<file path="src/rtl/mem_bus_arbiter.sv">
// mem_bus_arbiter: shares one split-handshake memory bus between fetch and data ports.
module mem_bus_arbiter #(
  parameter int ADDR_W = 32,
  parameter int DATA_W = 32
) (
  input  logic                clk,
  input  logic                rst,
  input  logic                inst_req,
  input  logic [ADDR_W-1:0]   inst_addr,
  output logic [DATA_W-1:0]   inst_rdata,
  output logic                inst_ready,
  input  logic                data_req,
  input  logic                data_wr,
  input  logic [DATA_W/8-1:0] data_wstrb,
  input  logic [ADDR_W-1:0]   data_addr,
  input  logic [DATA_W-1:0]   data_wdata,
  output logic [DATA_W-1:0]   data_rdata,
  output logic                data_ready,
  output logic                mem_req,
  output logic                mem_wr,
  output logic [DATA_W/8-1:0] mem_wstrb,
  output logic [ADDR_W-1:0]   mem_addr,
  output logic [DATA_W-1:0]   mem_wdata,
  input  logic                mem_addr_ok,
  input  logic                mem_data_ok,
  input  logic [DATA_W-1:0]   mem_rdata
);
  typedef enum logic [1:0] {IDLE, ADDR, DATA} state_t;
  state_t              state_q;
  logic                last_q, own_q, req_q, wr_q, iready_q, dready_q;
  logic [DATA_W/8-1:0] wstrb_q;
  logic [ADDR_W-1:0]   addr_q;
  logic [DATA_W-1:0]   wdata_q, irdata_q, drdata_q;
  logic                inst_el, data_el, grant, gd;
  // a requester still holding req during its ready pulse is not re-granted
  always_comb begin
    inst_el = inst_req & ~iready_q;
    data_el = data_req & ~dready_q;
    grant   = inst_el | data_el;
    gd      = data_el & (~inst_el | ~last_q);
  end
  always_ff @(posedge clk) begin
    if (rst) begin
      state_q  <= IDLE;
      last_q   <= 1'b0;
      own_q    <= 1'b0;
      req_q    <= 1'b0;
      wr_q     <= 1'b0;
      wstrb_q  <= '0;
      addr_q   <= '0;
      wdata_q  <= '0;
      irdata_q <= '0;
      drdata_q <= '0;
      iready_q <= 1'b0;
      dready_q <= 1'b0;
    end else begin
      iready_q <= 1'b0;
      dready_q <= 1'b0;
      case (state_q)
        IDLE: if (grant) begin
          state_q <= ADDR;
          req_q   <= 1'b1;
          own_q   <= gd;
          last_q  <= gd;
          wr_q    <= gd & data_wr;
          wstrb_q <= gd ? data_wstrb : '0;
          addr_q  <= gd ? data_addr : inst_addr;
          wdata_q <= gd ? data_wdata : '0;
        end
        ADDR: if (mem_addr_ok) begin
          state_q <= DATA;
          req_q   <= 1'b0;
        end
        DATA: if (mem_data_ok) begin
          state_q  <= IDLE;
          iready_q <= ~own_q;
          dready_q <= own_q;
          if (!own_q) irdata_q <= mem_rdata;
          if (own_q && !wr_q) drdata_q <= mem_rdata;
        end
        default: state_q <= IDLE;
      endcase
    end
  end
  assign inst_rdata = irdata_q;
  assign inst_ready = iready_q;
  assign data_rdata = drdata_q;
  assign data_ready = dready_q;
  assign mem_req    = req_q;
  assign mem_wr     = wr_q;
  assign mem_wstrb  = wstrb_q;
  assign mem_addr   = addr_q;
  assign mem_wdata  = wdata_q;
endmodule

</file>
<file path="config.mk">
export PLATFORM = sky130hd
export DESIGN_NAME = mem_bus_arbiter
export DESIGN_NICKNAME = d
export VERILOG_FILES = /design/src/rtl/mem_bus_arbiter.sv
export SDC_FILE = /design/constraint.sdc
export NUM_CORES = 1
export LEC_CHECK = 0
export CORE_MARGIN = 2
export CORE_UTILIZATION = 36
export CTS_BUF_LIST = sky130_fd_sc_hd__clkbuf_16
export CTS_CLUSTER_DIAMETER = 50
export CTS_CLUSTER_SIZE = 24
export DETAILED_ROUTE_END_ITERATION = 10
export PLACE_DENSITY_LB_ADDON = 0.2
export SLEW_MARGIN = 20
export SYNTH_ARGS = -nofsm -noshare
export SYNTH_HDL_FRONTEND = slang
export SYNTH_SLANG_ARGS = --single-unit
</file>
<file path="constraint.sdc">
create_clock -name clk -period 1.4 [get_ports clk]
set_input_delay 0.28 -clock clk [delete_from_list [all_inputs] [get_ports clk]]
set_output_delay 0.28 -clock clk [all_outputs]
set_load 0.05 [all_outputs]
</file>
==> metrics <==
Slew HR 0.700; antenna viol nets, final 0; Critical Path Sink data_rdata[29]; RR Startpoint state_q[0]; # IOs 275; Total Routing Usage GR 0.225; fin worst setup slack -77.2 ps; r2r setup slk -80 ps; # rows 45; worst-case reg-to-reg path depth 6; crit-path cells nand4b_1 -> buf_4 -> or2_4 -> clkbuf_16 -> nand2_2 -> a21oi_2; P_leak 4.25 nW; Post-synth EDFFs 0; async set or reset register ratio after synthesis 0; fin crit share 1.06; TritonCTS clock tree built; largest net degree at the start of global routing 49; placed cell area 0.0100 sq mm; syn_nets 796; grt ovf 0; CTS sink count 139; # setup viols final 68; Synth Warn # 0; CP Capture Type flop; footprint of the multi-input gates 0.00298 sq mm; met3 Use GR 0.0791; count leader, synth nand2_1; Worst-path clk slew 60 ps; Worst EP required 1700 ps; Max Slew Vio Count 0; hold crit path type in -> reg; Reg area 0.00280 sq mm; Sw Share 0.287; die width 127 microns; Seq/Total Area, Yosys 0.510; CP bufs+invs 2; vias per cell 5.04; CP Class reg -> reg; P&R area growth vs syn 108%; sequential share of power 0.361; Core ar. 0.0150 sq mm; max frequency 677 MHz; vias in the first global route 5584; final instance area 0.0114 sq mm; antenna violations before repair 0; synth unique cells 21; Critical R2R Capture data_rdata[29]; # Max-Cap Violations 0; GR Util met1 0.262; RSZ-0062 raised after global routing true; PD cells 1060 mW/mm^2; GPL Wtd Cong 0.757; CTS H-tree lvls 4; wire per inst 17.5 microns; Filler cells 1005; NetSw 0.00347 W; Final min period 1480 ps; Post-synth top flop dfxtp_1; Post-route DRC 0; PortBufs 274; die height 127 microns; via count 5720; slowest CP cell dfxtp_4; CP Depth 6; clock share of power 0.386; Synth area leader dfxtp_1; critical path's top delay family simple AND/OR/NAND/NOR gates; CP max FO 8; Final Hold Slack 114 ps; Die Area 0.0162 sq mm; first-pass GRT wire length 28900 microns; nature of the critical path startpoint flop; worst-skew pair later-pin latency 420 ps; diode count 0; Clock Skew 9.57 ps; Synth Area per Inst 8.31 sq um; Detailed Route WL 19900 microns; hold_sp rst; Root Buffer clkbuf_16; largest cells by area after synthesis dfxtp_1, nand2_1, a21oi_1, a211oi_2, buf_6; CTS Buf Count 17; CP startpoint state_q[0]; Synth Cell Area 0.00546 sq mm; Int Pwr 0.00861 W; VDD IR max 0.947 mV; slowest stage delay, CP 360 ps; share of cells above drive strength 1 0.401; GRT busiest layer met2; clk buf depth 2; Yosys top cell area share 0.510; failing checks negative setup slack; actual slew at the worst max-slew pin 439 ps; Layout Nets 1074; #FFs+latches synth 139; Initial Utilization 0.363; DR pass1 iterations 5; Final HPWL DP 12500 microns; post-synthesis cell count 657; Post-synth top cells nand2_1, dfxtp_1, a21oi_1; grt met2 use 0.379; Comb pwr share 0.253; worst endpoint data arrival time 1770 ps; Final Hold Fails 0; starting DRC count in detailed routing 311; status finished, violations left
==> cell usage in the layout (no fill, tap or decap), drive strengths merged, types with 5 or more instances in the layout <==
cell and n:
nand2 202, buf 173, dfxtp 139, clkdlybuf4s50 137
a21oi 137, nor2 40, nand3 37, a211oi 33
clkbuf 23, inv 5
==> logic make-up (layout without fill, tap and decap cells) <==
family / Yosys count / in the layout / share of synthesized area
simple gates: 288 / 288 / 0.215
compound gates: 173 / 173 / 0.207
flops: 139 / 139 / 0.510
buf+inv: 57 / 347 / 0.0685
==> area by class of cell <==
type	instances	area share
clock buffers	17	0.0375
clock inverters	14	0.0156
multi-input cells	461	0.263
flip-flops and latches	139	0.246
well taps	188	0.0207
repair buffers	316	0.417
==> repair_timing <==
| item | in CTS | in global routing |
|---|---|---|
| setup buffers | 2 | 1 |
| resized for setup | 7 | 136 |
| gates cloned | 1 | 8 |
| pin swaps | 2 | 56 |
| endpoints found under the setup margin | 74 | 101 |
| hold buffers | 0 | 0 |
==> how the worst min path moves through the flow <==
stage                endpoint  slack (ps)  cells past startpoint
2_1_floorplan      state_q[0]         400                      1
3_3_place_gp     mem_wdata[6]         480                      2
3_5_place_dp   data_rdata[27]         480                      2
4_1_cts            data_ready         100                      2
5_1_grt            data_ready         110                      2
6_report           data_ready         110                      2
==> registers in the layout (all words and copies together) (netlist names) <==
signal and flops:
mem_wstrb 4, mem_addr 32, inst_rdata 32, own_q 1
mem_req 1, data_ready 1, data_rdata 32, state_q 2
inst_ready 1, mem_wdata 32, mem_wr 1
==> stage by stage <==
stage                     setup slack [ps]  utilization  TNS (ps)  std cells  total power (W)
final                                -77.2        0.756     -1640       1135           0.0121
after global routing                  -138        0.756     -6680       1135           0.0125
after CTS                            -24.6        0.710     -83.4       1126           0.0121
after detailed placement              -477        0.665    -49750       1092          0.00733
after global placement                -451        0.665    -46790       1092          0.00730
after floorplan                      -77.5            -     -3670        657          0.00583
==> layer usage <==
layer / vias to the layer above / wire length (microns)
li1: 2749 / -
met1: 2730 / 8090
met2: 199 / 9770
met3: 42 / 1380
met4: 0 / 658
met5: - / 0
==> power by group through the flow <==
stage	registers [W]	clock network, W	logic (W)
2_1_floorplan	0.00498	0	0.000846
4_1_cts	0.00436	0.00475	0.00295
5_1_grt	0.00438	0.00491	0.00321
3_5_place_dp	0.00445	0	0.00288
3_3_place_gp	0.00444	0	0.00286
6_report	0.00436	0.00467	0.00306
(Power assumes the default switching activity.)
